===== src/rtl/collatz_pkg.sv =====
// Shared types and the Collatz step function for the multi-channel range scanner.
// The step is computed at a fixed wide width so any N_BITS up to 64 fits without overflow.
package collatz_pkg;

    localparam int unsigned MAX_W        = 66;
    localparam int unsigned CNT_BITS_MAX = 32;
    localparam logic [CNT_BITS_MAX-1:0] CNT_MAX = '1;

    typedef enum logic [1:0] {IDLE, RUN, WAIT_WR} ch_state_e;

    typedef struct packed {
        logic [MAX_W-1:0] nxt;
        logic             ovf;
    } step_t;

    // ovf is set when the next term no longer fits in n_bits.
    function automatic step_t next_term(input logic [MAX_W-1:0] v, input int unsigned n_bits);
        step_t s;
        s.nxt = v[0] ? (v + (v << 1) + MAX_W'(1)) : (v >> 1);
        s.ovf = (s.nxt >> n_bits) != '0;
        return s;
    endfunction

endpackage


===== src/rtl/collatz_range_mc_if.sv =====
// Host-side bus of the Collatz range scanner: start handshake, status and read port.
interface collatz_range_mc_if #(
    parameter int unsigned N_BITS        = 32,
    parameter int unsigned CNT_BITS      = 16,
    parameter int unsigned RAM_ADDR_BITS = 4
);
    logic                     go;
    logic [N_BITS-1:0]        start;
    logic [RAM_ADDR_BITS-1:0] rd_addr;
    logic [CNT_BITS-1:0]      count;
    logic                     flag;
    logic                     busy;
    logic                     done;

    modport master (output go, start, rd_addr, input count, flag, busy, done);
    modport slave  (input go, start, rd_addr, output count, flag, busy, done);
endinterface


===== src/rtl/collatz_ch.sv =====
// One Collatz iterator channel: load a number, count its terms, hold the result until granted.
module collatz_ch
    import collatz_pkg::*;
#(
    parameter int unsigned N_BITS   = 32,
    parameter int unsigned CNT_BITS = 16,
    parameter int unsigned TAG_BITS = 4
) (
    input  logic                clk,
    input  logic                reset_n,
    input  logic                clear_i,
    input  logic                load_i,
    input  logic [N_BITS-1:0]   n_i,
    input  logic [TAG_BITS-1:0] tag_i,
    input  logic                grant_i,
    output logic                idle_o,
    output logic                finish_o,
    output logic [CNT_BITS-1:0] cnt_o,
    output logic                flag_o,
    output logic [TAG_BITS-1:0] tag_o
);

    localparam logic [CNT_BITS-1:0] CntSat = CNT_MAX[CNT_BITS-1:0];

    ch_state_e           state_q;
    logic [N_BITS-1:0]   v_q;
    logic [CNT_BITS-1:0] cnt_q;
    logic                flag_q;
    logic [TAG_BITS-1:0] tag_q;
    step_t               step;
    logic                unused_step_hi;

    assign step           = next_term(MAX_W'(v_q), N_BITS);
    assign unused_step_hi = ^step.nxt[MAX_W-1:N_BITS];

    always_ff @(posedge clk or negedge reset_n) begin
        if (!reset_n) begin
            state_q <= IDLE;
            v_q     <= '0;
            cnt_q   <= '0;
            flag_q  <= 1'b0;
            tag_q   <= '0;
        end else if (clear_i) begin
            state_q <= IDLE;
        end else begin
            unique case (state_q)
                IDLE: begin
                    if (load_i) begin
                        state_q <= RUN;
                        v_q     <= n_i;
                        cnt_q   <= CNT_BITS'(1);
                        flag_q  <= 1'b0;
                        tag_q   <= tag_i;
                    end
                end
                RUN: begin
                    if (v_q == N_BITS'(1)) begin
                        state_q <= WAIT_WR;
                    end else if (v_q == '0) begin
                        cnt_q   <= CntSat;
                        flag_q  <= 1'b1;
                        state_q <= WAIT_WR;
                    end else if (step.ovf) begin
                        // keep the count of terms that still fitted
                        flag_q  <= 1'b1;
                        state_q <= WAIT_WR;
                    end else if (cnt_q == CntSat) begin
                        flag_q  <= 1'b1;
                        state_q <= WAIT_WR;
                    end else begin
                        v_q   <= step.nxt[N_BITS-1:0];
                        cnt_q <= cnt_q + CNT_BITS'(1);
                    end
                end
                WAIT_WR: begin
                    if (grant_i) state_q <= IDLE;
                end
                default: state_q <= IDLE;
            endcase
        end
    end

    assign idle_o   = (state_q == IDLE);
    assign finish_o = (state_q == WAIT_WR);
    assign cnt_o    = cnt_q;
    assign flag_o   = flag_q;
    assign tag_o    = tag_q;

endmodule


===== src/rtl/collatz_range_mc.sv =====
// Multi-channel Collatz range scanner: dispatches start..start+RAM_WORDS-1 over N_CH
// iterator channels and stores {flag, count} per offset in a result RAM.
module collatz_range_mc
    import collatz_pkg::*;
#(
    parameter int unsigned N_BITS        = 32,
    parameter int unsigned CNT_BITS      = 16,
    parameter int unsigned N_CH          = 4,
    parameter int unsigned RAM_WORDS     = 16,
    parameter int unsigned RAM_ADDR_BITS = 4
) (
    input logic               clk,
    input logic               reset_n,
    collatz_range_mc_if.slave bus
);

    localparam int unsigned CW = RAM_ADDR_BITS + 1;

    logic                     busy_q;
    logic                     done_q;
    logic [N_BITS-1:0]        start_q;
    logic [CW-1:0]            issue_q;
    logic [CW-1:0]            wr_cnt_q;
    logic [CNT_BITS:0]        rd_q;
    logic [CNT_BITS:0]        mem_q [RAM_WORDS];

    logic [N_CH-1:0]          idle;
    logic [N_CH-1:0]          finish;
    logic [N_CH-1:0]          load;
    logic [N_CH-1:0]          grant;
    logic [CNT_BITS-1:0]      ch_cnt  [N_CH];
    logic                     ch_flag [N_CH];
    logic [RAM_ADDR_BITS-1:0] ch_tag  [N_CH];
    logic [N_BITS-1:0]        next_n;
    logic [RAM_ADDR_BITS-1:0] wr_addr;
    logic [CNT_BITS:0]        wr_data;
    logic                     active;

    // No dispatch or write in the go cycle: the channels are being cleared.
    assign active = busy_q && !bus.go;
    assign next_n = start_q + N_BITS'(issue_q);

    // Lowest set bit wins, for both dispatch and write arbitration.
    always_comb begin
        load  = '0;
        grant = '0;
        if (active && (issue_q < CW'(RAM_WORDS))) begin
            load = idle & (~idle + N_CH'(1));
        end
        if (active) begin
            grant = finish & (~finish + N_CH'(1));
        end
    end

    always_comb begin
        wr_addr = '0;
        wr_data = '0;
        for (int i = 0; i < N_CH; i++) begin
            if (grant[i]) begin
                wr_addr = ch_tag[i];
                wr_data = {ch_flag[i], ch_cnt[i]};
            end
        end
    end

    for (genvar g = 0; g < N_CH; g++) begin : g_ch
        collatz_ch #(
            .N_BITS  (N_BITS),
            .CNT_BITS(CNT_BITS),
            .TAG_BITS(RAM_ADDR_BITS)
        ) u_ch (
            .clk     (clk),
            .reset_n (reset_n),
            .clear_i (bus.go),
            .load_i  (load[g]),
            .n_i     (next_n),
            .tag_i   (issue_q[RAM_ADDR_BITS-1:0]),
            .grant_i (grant[g]),
            .idle_o  (idle[g]),
            .finish_o(finish[g]),
            .cnt_o   (ch_cnt[g]),
            .flag_o  (ch_flag[g]),
            .tag_o   (ch_tag[g])
        );
    end

    always_ff @(posedge clk or negedge reset_n) begin
        if (!reset_n) begin
            busy_q   <= 1'b0;
            done_q   <= 1'b0;
            start_q  <= '0;
            issue_q  <= '0;
            wr_cnt_q <= '0;
        end else if (bus.go) begin
            busy_q   <= 1'b1;
            done_q   <= 1'b0;
            start_q  <= bus.start;
            issue_q  <= '0;
            wr_cnt_q <= '0;
        end else begin
            if (|load) issue_q <= issue_q + CW'(1);
            if (|grant) begin
                wr_cnt_q <= wr_cnt_q + CW'(1);
                if (wr_cnt_q == CW'(RAM_WORDS - 1)) begin
                    busy_q <= 1'b0;
                    done_q <= 1'b1;
                end
            end
        end
    end

    always_ff @(posedge clk) begin
        if (|grant) mem_q[wr_addr] <= wr_data;
    end

    // Non-blocking read of mem_q gives read-before-write on an address collision.
    always_ff @(posedge clk or negedge reset_n) begin
        if (!reset_n) rd_q <= '0;
        else          rd_q <= mem_q[bus.rd_addr];
    end

    assign bus.count = rd_q[CNT_BITS-1:0];
    assign bus.flag  = rd_q[CNT_BITS];
    assign bus.busy  = busy_q;
    assign bus.done  = done_q;

endmodule


===== src/flat_wrapper.sv =====
// flat-port wrapper written by rule: the top's interface ports become plain ports
module collatz_range_mc_flat import collatz_pkg::*;
#(
    parameter int unsigned N_BITS        = 32,
    parameter int unsigned CNT_BITS      = 16,
    parameter int unsigned N_CH          = 4,
    parameter int unsigned RAM_WORDS     = 16,
    parameter int unsigned RAM_ADDR_BITS = 4
)
  (clk, reset_n, bus_go, bus_start, bus_rd_addr, bus_count, bus_flag, bus_busy, bus_done);
  collatz_range_mc_if #(.N_BITS(N_BITS), .CNT_BITS(CNT_BITS), .RAM_ADDR_BITS(RAM_ADDR_BITS)) bus_i ();
  input logic clk;
  input logic reset_n;
  input wire logic [$bits(bus_i.go)-1:0] bus_go;
  input wire logic [$bits(bus_i.start)-1:0] bus_start;
  input wire logic [$bits(bus_i.rd_addr)-1:0] bus_rd_addr;
  output wire logic [$bits(bus_i.count)-1:0] bus_count;
  output wire logic [$bits(bus_i.flag)-1:0] bus_flag;
  output wire logic [$bits(bus_i.busy)-1:0] bus_busy;
  output wire logic [$bits(bus_i.done)-1:0] bus_done;
  assign bus_i.go = bus_go;
  assign bus_i.start = bus_start;
  assign bus_i.rd_addr = bus_rd_addr;
  assign bus_count = bus_i.count;
  assign bus_flag = bus_i.flag;
  assign bus_busy = bus_i.busy;
  assign bus_done = bus_i.done;
  collatz_range_mc #(.N_BITS(N_BITS), .CNT_BITS(CNT_BITS), .N_CH(N_CH), .RAM_WORDS(RAM_WORDS), .RAM_ADDR_BITS(RAM_ADDR_BITS)) u_core (.clk(clk), .reset_n(reset_n), .bus(bus_i));
endmodule

===== config.mk =====
export PLATFORM = sky130hd
export DESIGN_NAME = collatz_range_mc_flat
export DESIGN_NICKNAME = d
export VERILOG_FILES = /design/src/rtl/collatz_pkg.sv /design/src/rtl/collatz_range_mc_if.sv /design/src/rtl/collatz_ch.sv /design/src/rtl/collatz_range_mc.sv /design/src/flat_wrapper.sv
export SDC_FILE = /design/constraint.sdc
export NUM_CORES = 1
export LEC_CHECK = 0
export CELL_PAD_IN_SITES_DETAIL_PLACEMENT = 1
export CELL_PAD_IN_SITES_GLOBAL_PLACEMENT = 1
export CORE_ASPECT_RATIO = 0.9
export CORE_MARGIN = 1
export CORE_UTILIZATION = 30
export CTS_BUF_LIST = sky130_fd_sc_hd__clkbuf_4 sky130_fd_sc_hd__clkbuf_8
export DETAILED_ROUTE_END_ITERATION = 10
export GPL_TIMING_DRIVEN = 0
export PLACE_DENSITY_LB_ADDON = 0.1
export REMOVE_ABC_BUFFERS = 1
export SYNTH_ARGS = -nofsm -noshare
export SYNTH_HDL_FRONTEND = slang
export SYNTH_SLANG_ARGS = --single-unit

===== constraint.sdc =====
create_clock -name clk -period 3.15 [get_ports clk]
set_input_delay 0.4725 -clock clk [delete_from_list [all_inputs] [get_ports clk]]
set_output_delay 0.4725 -clock clk [all_outputs]
set_load 0.03 [all_outputs]

==> flow_summary.yaml, run 1 <==
outcome:
  status: "finished, violations left"
  violations: "setup timing"
global_route:
  grt_start_max_net_pins: 97
  grt_pass1_wl_um: 199000
  grt.overflow.total: 0
  antenna_found_initial: 7
  first_global_vias: 30296
  grtUsageTotal: 0.228
critical_path:
  worstPathRequired_ns: 3.88
  crit_family: "compound AO/OA/AOI/OAI gates"
  crit_fanout: 4
  slowest_stage: "or4_4"
  startpoint_type: "flip-flop"
  crit_chain: "buf_6, ha_4, o211ai_1, a21oi_2, or4_4, a31o_4, buf_6, a31o_4, a21boi_4, xnor2_2, nor2_1, or4_1, o21ai_1"
  cp.arrival_ns: 4.12
  critPathBufInv: 2
  crit_type: "reg2reg"
  r2r_slack_ns: -0.24
  critPathMaxStageDelay_ns: 0.52
  endpoint_kind: "flip-flop"
synth:
  ys_types: 100
  yosysWarnings: 0
  synth_common_cells: "a21oi_1, dfrtp_1, edfxtp_1"
  yosys-top-cells-area: "edfxtp_1, dfrtp_1, ha_1, mux4_2, a21oi_1"
  seq_area_frac_synth: 0.443
  synth_top_cell_by_area: "edfxtp_1"
  avgSynthCellArea_sq_um: 10.2
  synth_largest_type_area_fraction: 0.238
  ys.flop_type: "dfrtp_1"
  syn_area_sq_mm: 0.0343
  yosysMostFrequentCell: "a21oi_1"
  synth_edf_count: 272
  yosys_register_bits: 553
  synthCells: 3362
  postSynth.asyncResetShare: 0.508
cts:
  clock_sinks: 553
  cts_tree: "yes"
  root_buffer: "clkbuf_8"
  numCtsBuffers: 106
  clk_transition_reported_paths_ns: 0.06
  cts-htree-levels: 3
  worstSkewPairLatency_ns: 0.86
  clockBufferDepth: 3
timing:
  fmax_mhz: 295
  setup-tns-final_ns: -10.80
  fin_worst_skew_ns: 0.0796
  slew_violations: 0
  timing.slew.headroom: 0.0926
  setup_viol: 132
  hold_violations: 0
  period_share: 1.08
  period_needed_ns: 3.39
  worst_hold_slack_ns: 0.157
  tightest_slew_ns: 1.36
  rsz0062_at_grt: "true"
  fin_ws_ns: -0.237
layout:
  area_growth_syn_to_layout_pct: 32.2
  num-fill-cells: 12190
  final_nets: 3907
  drive_gt1_frac: 0.316
floorplanning:
  pin_count: 58
  die_width_um: 359
  rows: 117
  die_y_um: 323
  die_area_sq_mm: 0.116
  start_util: 0.303
  core-area_sq_mm: 0.113
routing:
  drt-total-wl_um: 133000
  avgRoutedWirePerCell_um: 25.4
  num_vias: 29022
  drcViolationCount: 0
  viasPerCell: 5.55
  firstDrtPassIters: 8
  drt_iter0_drc: 1854
  ant_nets: 0
pwr:
  ir_worst_vdd_uv: 499
  power.density_mw_per_mm2: 1040
  p_comb_frac: 0.614
  p_sw_mw: 21.6
  internal_power_mw: 25.7
  power.share.clock: 0.169
  switching_share: 0.457
  total_power_mw: 47.3
  p_leak_nw: 17.6
  pwr-share-seq: 0.217
job:
  cap_viol_max_count: 0
hold_path:
  hp-class: "in2reg"
placed_design:
  io_buffers: 57
  gp_congestion: 0.850
  dpl.hpwl_um: 82900
[worst reg2reg max path, cell delays in order, from the launching register on]
cell and delay, ns:
dfrtp_2 0.44, buf_6 0.13, ha_4 0.15, o211ai_1 0.29
a21oi_2 0.13, or4_4 0.52, a31o_4 0.27, buf_6 0.12
a31o_4 0.22, a21boi_4 0.23, xnor2_2 0.14, nor2_1 0.06
or4_1 0.51, o21ai_1 0.12
[timing repair]
| action | 4_1_cts | 5_1_grt |
|---|---|---|
| hold buffers | 3 | 0 |
| endpoints found under the setup margin | 752 | 559 |
| cloned | 25 | 6 |
| buffers inserted | 187 | 68 |
| pin swaps | 162 | 121 |
| endpoints found under the hold margin | 188 | 0 |
| resized for setup | 535 | 278 |
[through the flow]
stage | cells | cell area [sq um] | setup WS, ns | utilization
after floorplan | 3176 | 33500 | -2.02 | -
after global placement | 4720 | 36000 | -13.12 | 0.318
after detailed placement | 4748 | 36800 | -2.96 | 0.325
after CTS | 5161 | 43800 | -0.277 | 0.386
after global routing | 5229 | 45400 | -0.358 | 0.401
final | 5229 | 45400 | -0.237 | 0.401
[path summary, 6_finish.rpt]
| check | from | endpoint | cells past startpoint |
|---|---|---|---|
| max in group asynchronous | reset_n | u_core.g_ch[0].u_ch.v_q[26] | 4 |
| hold reg to reg | u_core.g_ch[1].u_ch.tag_o[3] | u_core.g_ch[1].u_ch.tag_o[3] | 2 |
| min in group asynchronous | reset_n | u_core.g_ch[0].u_ch.v_q[3] | 3 |
| hold / removal | bus_go | u_core.wr_cnt_q[0] | 2 |
| setup / recovery | flip-flop | u_core.g_ch[1].u_ch.v_q[22] | 13 |
| setup reg to reg | flip-flop | u_core.g_ch[1].u_ch.v_q[22] | 13 |
[power groups by stage]
stage / Clock (mW) / Combinational, mW / Sequential (mW)
CTS: 8.23 / 26.6 / 10.2
global route: 8.51 / 31.4 / 10.4
detailed placement: 0 / 20.9 / 10.4
global placement: 0 / 20.1 / 10.5
floorplan: 0 / 14.8 / 9.92
finish: 7.98 / 29.0 / 10.3
[logic make-up after synthesis]
kind of cell | share of synthesized area
buffers and inverters | 0.0422
AND/OR/NAND/NOR | 0.123
XOR/XNOR | 0.0350
AO/OA/AOI/OAI | 0.196
adder cells (fa/ha/maj) | 0.0816
flip-flops | 0.443
multiplexers | 0.0801
[state kept, by name, indices dropped and copies added, names as in the netlist, named ones only]
| register | cells |
|---|---|
| u_core.g_ch.u_ch.tag_o | 16 |
| u_core.bus.busy | 1 |
| u_core.bus.done | 1 |
| u_core.wr_cnt_q | 5 |
| u_core.g_ch.u_ch.cnt_o | 64 |
| u_core.issue_q | 5 |
| u_core.g_ch.u_ch.state_q | 8 |
| u_core.g_ch.u_ch.flag_o | 4 |
| u_core.g_ch.u_ch.v_q | 124 |
| u_core.mem_q | 272 |
| u_core.start_q | 32 |
| u_core.rd_q | 17 |
[cell type report]
type / count / area, sq um / share of cell area
Clock buffer: 171 / 2110 / 0.0465
Clock inverter: 27 / 270 / 0.00595
Antenna cell: 5 / 12.5 / 0.000276
Timing Repair inverter: 6 / 105 / 0.00232
Sequential cell: 553 / 15300 / 0.336
Inverter: 177 / 744 / 0.0164
Multi-Input combinational cell: 2452 / 20800 / 0.458
Timing Repair Buffer: 351 / 4210 / 0.0928
Tap cell: 1487 / 1860 / 0.0410
[layout by cell type (no fill, tap or decap), types with 21 or more instances in the layout]
cell type | synthesis | layout
buf_4 | 4 | 162
mux2_2 | 39 | 39
a21oi_1 | 299 | 244
nor2_4 | 0 | 36
clkdlybuf4s50_1 | 0 | 52
inv_2 | 4 | 22
a31oi_1 | 52 | 42
dfrtp_1 | 281 | 234
nand4_1 | 52 | 52
nor3_1 | 66 | 55
a21oi_2 | 4 | 50
nand2_1 | 268 | 235
inv_1 | 172 | 147
a222oi_1 | 21 | 21
and3_1 | 39 | 34
xor2_1 | 53 | 41
clkbuf_8 | 0 | 132
o22a_1 | 22 | 21
o21a_1 | 24 | 21
ha_2 | 0 | 28
a21o_1 | 74 | 73
ha_1 | 216 | 145
mux4_2 | 85 | 85
a211o_1 | 29 | 29
o21ai_1 | 45 | 68
o21ai_2 | 3 | 54
clkbuf_4 | 0 | 39
nand3_1 | 80 | 76
dfrtp_2 | 0 | 43
o21ai_0 | 209 | 129
ha_4 | 0 | 43
buf_12 | 0 | 51
buf_6 | 5 | 36
a211oi_1 | 50 | 34
buf_16 | 0 | 21
mux2i_1 | 32 | 30
o211ai_1 | 38 | 38
xnor2_1 | 84 | 65
edfxtp_1 | 272 | 272
nor2_1 | 257 | 215
[per-layer routing]
| layer | vias to the layer above | global-route usage | part of all wire |
|---|---|---|---|
| met4 | 0 | 0.0503 | 0.021 |
| met2 | 567 | 0.354 | 0.45 |
| li1 | 13164 | - | - |
| met5 | - | 0 | 0 |
| met1 | 15111 | 0.334 | 0.49 |
| met3 | 180 | 0.0316 | 0.037 |
Power figures use the tool's default switching activity.
==> run 2, diff against run 1 <==
- CAP_MARGIN: default -> 20
- CORE_ASPECT_RATIO: 0.9 -> default
==> run 2 against run 1 <==
Net effect: the run still ends with setup timing left; hold slack worse by 0.018 ns; critical endpoint unchanged; largest cell class unchanged; largest power group unchanged; highest routed layer unchanged; fmax is 0.57% lower; register-to-register slack worse by 0.02 ns.
==> flow_summary.yaml, run 2 (synthesis results as in run 1) <==
outcome:
  status: "finished, violations left"
  violations: "setup timing"
routing:
  drt_iter0_drc: 1556
  drt-total-wl_um: 133000
  num_vias: 29058
  viasPerCell: 5.45
  drcViolationCount: 0
  firstDrtPassIters: 6
  avgRoutedWirePerCell_um: 24.9
  ant_nets: 0
layout:
  drive_gt1_frac: 0.343
  regMostFlops: "u_core.mem_q"
  utilization: 0.411
  final_common_cell: "edfxtp_1"
  final_nets: 4000
  mostFrequentLayoutCells: "edfxtp_1, dfrtp_1, a21oi_1"
  fin_area_sq_mm: 0.0464
  area_growth_syn_to_layout_pct: 35.2
  num-fill-cells: 12211
  largest_register_ffs: 272
  seq_area_sq_mm: 0.0153
  multi_input_area_sq_mm: 0.0210
job:
  cap_viol_max_count: 0
placed_design:
  placed_area_sq_mm: 0.0371
  gp_congestion: 0.826
  io_buffers: 57
  dpl.hpwl_um: 83600
critical_path:
  crit_type: "reg2reg"
  r2r-start: "u_core.g_ch[1].u_ch.v_q[0]"
  critPathMaxStageDelay_ns: 0.52
  crit_chain: "ha_4, o211ai_1, a21oi_2, or4_4, a31o_4, buf_4, a31o_4, a21boi_4, xnor2_1, nor2_1, or4_1, o21ai_1"
  r2r_slack_ns: -0.26
  worstPathRequired_ns: 3.84
  reg2reg_depth: 12
  slowest_stage: "dfrtp_4"
  crit_fanout: 4
  cp.arrival_ns: 4.10
  startpoint_type: "flip-flop"
  endpoint_kind: "flip-flop"
  reg2reg_to: "u_core.g_ch[1].u_ch.v_q[22]"
  crit_top_cell: "a31o_4"
timing:
  slew_violations: 0
  setup-tns-final_ns: -13.25
  hold_violations: 0
  period_share: 1.08
  period_needed_ns: 3.41
  fmax_mhz: 294
  rsz0062_at_grt: "true"
  fin_worst_skew_ns: 0.0370
  timing.slew.headroom: 0.270
  fin_ws_ns: -0.256
  setup_viol: 143
  tightest_slew_ns: 1.09
global_route:
  grt_start_max_net_pins: 101
  grtUsageTotal: 0.225
  antenna_found_initial: 3
  grt_pass1_wl_um: 200000
  first_global_vias: 31185
  grt.overflow.total: 0
cts:
  clockBufferDepth: 3
  root_buffer: "clkbuf_8"
  clk_transition_reported_paths_ns: 0.06
  cts_tree: "yes"
  numCtsBuffers: 107
  cts-htree-levels: 3
  clock_sinks: 553
  worstSkewPairLatency_ns: 0.79
pwr:
  switching_share: 0.455
  internal_power_mw: 26.8
  power.density_mw_per_mm2: 1060
  p_leak_nw: 18.1
  p_sw_mw: 22.3
  ir_worst_vdd_uv: 446
  pwr-share-seq: 0.209
  power.share.clock: 0.159
  p_comb_frac: 0.633
floorplanning:
  die_area_sq_mm: 0.116
  rows: 123
  start_util: 0.304
  core-area_sq_mm: 0.113
  die_width_um: 340
  die_y_um: 340
  pin_count: 58
hold_path:
  hp-class: "in2async"
-- run 2: cell types whose count changed in the layout (fill, tap and decap cells not counted), moves of 8 or more --
cell and delta:
nor3_2 +15, nand2_2 +14, buf_4 +50, buf_6 +38, nor2_2 +9, nor2_4 -8, nand2_1 -10, clkbuf_8 -9
a21oi_1 -9, o21ai_2 +9, o21ai_0 -9, nor3_1 -13
-- run 2: worst max path at each step --
stage | end | depth (start not counted) | slack, ns | start
2_1_floorplan | u_core.g_ch[3].u_ch.v_q[14] | 11 | -2.02 | u_core.g_ch[3].u_ch.v_q[0]
3_3_place_gp | u_core.g_ch[2].u_ch.v_q[26] | 1 | -13.34 | reset_n
3_5_place_dp | u_core.g_ch[1].u_ch.v_q[15] | 13 | -2.65 | u_core.g_ch[1].u_ch.v_q[0]
4_1_cts | u_core.g_ch[1].u_ch.v_q[22] | 12 | -0.32 | u_core.g_ch[1].u_ch.v_q[0]
5_1_grt | u_core.g_ch[1].u_ch.v_q[22] | 12 | -0.38 | u_core.g_ch[1].u_ch.v_q[0]
6_report | u_core.g_ch[1].u_ch.v_q[22] | 12 | -0.26 | u_core.g_ch[1].u_ch.v_q[0]
-- run 2: power by group through the flow --
stage               registers (mW)  logic [mW]  clock network [mW]
finish                        10.2        31.1                7.79
global route                  10.4        33.5                8.33
CTS                           10.1        28.2                8.04
detailed placement            10.3        20.9                   0
global placement              10.5        20.0                   0
floorplan                     9.92        14.8                   0
-- run 2: cell type report --
| class | instances | share of cell area |
|---|---|---|
| Antenna cell | 1 | 0.0000539 |
| Clock buffer | 166 | 0.0434 |
| Clock inverter | 35 | 0.00598 |
| Inverter | 177 | 0.0161 |
| Multi-Input combinational cell | 2453 | 0.453 |
| Sequential cell | 553 | 0.329 |
| Tap cell | 1500 | 0.0404 |
| Timing Repair Buffer | 440 | 0.109 |
| Timing Repair inverter | 8 | 0.00305 |
-- run 2: metal layers --
metal	share of wire	wire length [um]	vias up	GRT usage
li1	-	-	13326	-
met3	0.026	3490	195	0.0252
met5	0	0	-	0
met1	0.44	59200	15074	0.294
met2	0.50	66200	463	0.390
met4	0.032	4230	0	0.0672
-- run 2: critical path, delay by kind of cell (launching register included) --
kind / cells / cell delay, ns
xor gates and xnor gates: 1 / 0.15
AOI/OAI and AO/OA: 6 / 1.23
and+or+nand+nor: 3 / 1.09
buffers and inverters: 1 / 0.15
DFF: 1 / 0.52
adders and majority gates: 1 / 0.18
-- run 2: what timing repair did --
action / 4_1_cts / 5_1_grt
setup endpoints to repair: 707 / 501
endpoints found under the hold margin: 114 / 0
pin swaps: 175 / 153
resized for setup: 575 / 339
hold buffers: 1 / 0
cloned: 28 / 3
setup buffers: 250 / 79
-- run 2: through the flow --
stage	instances	hold slack, ns	power (mW)	worst slack (ns)
2_1_floorplan	3176	0.177	24.7	-2.02
3_3_place_gp	4733	0.463	30.5	-13.34
3_5_place_dp	4787	0.339	31.1	-2.65
4_1_cts	5265	0.0682	46.3	-0.317
5_1_grt	5333	0.0993	52.2	-0.384
6_report	5333	0.139	49.1	-0.256
==> run 3, diff against run 2 <==
- CORE_UTILIZATION: 30 -> 47
==> run 3 against run 2 <==
Net effect: the flow still finishes with violations (setup timing); total power down 2.1%; sequential power about the same; design area down 3.4%; sequential share of layout area up 1.2 points; critical path depth up 2; non-clock buffer count down 26; cell count down 11%; wire length up 1.6%; worst setup slack worse by 0.25 ns; core utilization up 21 points; global-route usage up 12 points; clock skew about the same; critical path type unchanged; critical endpoint is now u_core.g_ch[2].u_ch.cnt_o[1]; largest cell class unchanged.
==> flow_summary.yaml, run 3 (synthesis results as in run 1) <==
global_route:
  grt.overflow.total: 0
  grt_pass1_wl_um: 195000
  antenna_found_initial: 5
  grt_start_max_net_pins: 106
  first_global_vias: 31614
  grtUsageTotal: 0.343
cts:
  numCtsBuffers: 98
  cts_tree: "yes"
  root_buffer: "clkbuf_8"
  clock_sinks: 553
  clockBufferDepth: 3
  clk_transition_reported_paths_ns: 0.07
  worstSkewPairLatency_ns: 0.77
  cts-htree-levels: 3
floorplanning:
  rows: 98
  core-area_sq_mm: 0.0719
  die_y_um: 272
  pin_count: 58
  die_width_um: 272
  die_area_sq_mm: 0.0741
  start_util: 0.478
hold_path:
  hold_path_depth: 2
  hp-class: "in2reg"
critical_path:
  crit_fanout: 6
  cp.arrival_ns: 4.30
  critPathMaxStageDelay_ns: 0.44
  crit_chain: "inv_2, ha_4, o211ai_1, a21o_1, a31o_4, o211ai_4, nand4_1, mux2i_2, o21a_4, buf_12, buf_8, o31a_1, o211ai_1, o21ai_1"
  endpoint_kind: "flip-flop"
  startpoint_type: "flip-flop"
  crit_top_cell: "o211ai_1"
  reg2reg_depth: 14
  crit_type: "reg2reg"
  slowest_stage: "dfrtp_2"
  worstPathRequired_ns: 3.80
layout:
  final_nets: 3956
  mostFrequentLayoutCells: "edfxtp_1, a21oi_1, dfrtp_1"
  num-fill-cells: 7443
  final_common_cell: "edfxtp_1"
  largest_register_ffs: 272
  area_growth_syn_to_layout_pct: 30.5
  drive_gt1_frac: 0.332
  regMostFlops: "u_core.mem_q"
routing:
  firstDrtPassIters: 7
  num_vias: 30812
  ant_nets: 0
  drcViolationCount: 0
  dr.max_layer_used: "met5"
  drt-total-wl_um: 135000
  drt-met1-wl_um: 55100
  viasPerCell: 6.51
  drt_iter0_drc: 2556
  wl_met3_um: 8310
  met2WireLength_um: 64700
  avgRoutedWirePerCell_um: 28.6
placed_design:
  dpl.hpwl_um: 78900
  dp_slack_ns: -2.30
  gp_congestion: 0.892
  io_buffers: 57
timing:
  worst_hold_slack_ns: 0.227
  fin_ws_ns: -0.505
  period_share: 1.16
  slew_violations: 0
  fmax_mhz: 274
  setup_viol: 179
  timing.slew.headroom: 0.171
  tightest_slew_ns: 1.23
  period_needed_ns: 3.65
  fin_worst_skew_ns: 0.0372
  rsz0062_at_grt: "true"
  hold_violations: 0
pwr:
  p_leak_nw: 17.8
  ir_worst_vdd_uv: 604
  power.density_mw_per_mm2: 1070
outcome:
  violations: "setup timing"
  status: "finished, violations left"
job:
  cap_viol_max_count: 0
run 3: report_power, final:
group          internal, mW  total, mW  switching [mW]
Combinational          12.8       30.0            17.2
Clock                  4.22       7.73            3.50
Sequential             8.75       10.4            1.63
run 3: through the flow:
| step | TNS, ns | cell area, sq um | util | total power [mW] | instances |
|---|---|---|---|---|---|
| 2_1_floorplan | -445.36 | 33500 | - | 24.7 | 3176 |
| 3_3_place_gp | -6630.74 | 35300 | 0.491 | 29.7 | 4183 |
| 3_5_place_dp | -928.92 | 36300 | 0.505 | 30.7 | 4235 |
| 4_1_cts | -14.29 | 42800 | 0.596 | 43.6 | 4643 |
| 5_1_grt | -43.95 | 44800 | 0.624 | 50.4 | 4732 |
| 6_report | -30.33 | 44800 | 0.624 | 48.1 | 4732 |
run 3: what timing repair did:
item                                    4_1_cts  5_1_grt
endpoints found under the setup margin      727      443
cloned                                       21        4
buffers inserted                            201       90
hold buffers                                  1        0
endpoints found under the hold margin        78        0
gates resized for setup                     481      378
pin swaps                                   130      173
run 3: path summary, 6_finish.rpt:
kind                                               from                            to  slack, ns
setup reg to reg             u_core.g_ch[2].u_ch.v_q[3]  u_core.g_ch[2].u_ch.cnt_o[1]      -0.50
max in group asynchronous                       reset_n    u_core.g_ch[3].u_ch.v_q[9]       1.62
setup / recovery             u_core.g_ch[2].u_ch.v_q[3]  u_core.g_ch[2].u_ch.cnt_o[1]      -0.50
hold / removal                                   bus_go            u_core.start_q[10]       0.23
min in group asynchronous                       reset_n   u_core.g_ch[0].u_ch.v_q[19]       0.32
hold reg to reg            u_core.g_ch[0].u_ch.tag_o[1]  u_core.g_ch[0].u_ch.tag_o[1]       0.50
run 3: area by class of cell:
cell class	count	area [sq um]	share of cell area
clock buffer	143	1790	0.0399
antenna	1	2.50	0.0000558
clock inverter	42	440	0.00983
timing repair buffer	414	4630	0.103
tap	950	1190	0.0265
sequential	553	15300	0.341
inverter	177	716	0.0160
timing repair inverter	3	36.3	0.000810
multi-input combinational	2449	20800	0.463
run 3: routing by layer:
layer,track usage,up-vias
li1,-,13259
met4,0.155,2
met1,0.452,15907
met5,0,-
met3,0.0504,368
met2,0.561,1276
run 3: critical path: cells and delay by family (launching register included):
kind / cells / cell delay, ns
AO/OA/AOI/OAI: 8 / 1.83
adder cells (fa/ha/maj): 1 / 0.30
buffers and inverters: 3 / 0.30
AND/OR/NAND/NOR: 1 / 0.31
multiplexers: 1 / 0.34
flip-flops: 1 / 0.44
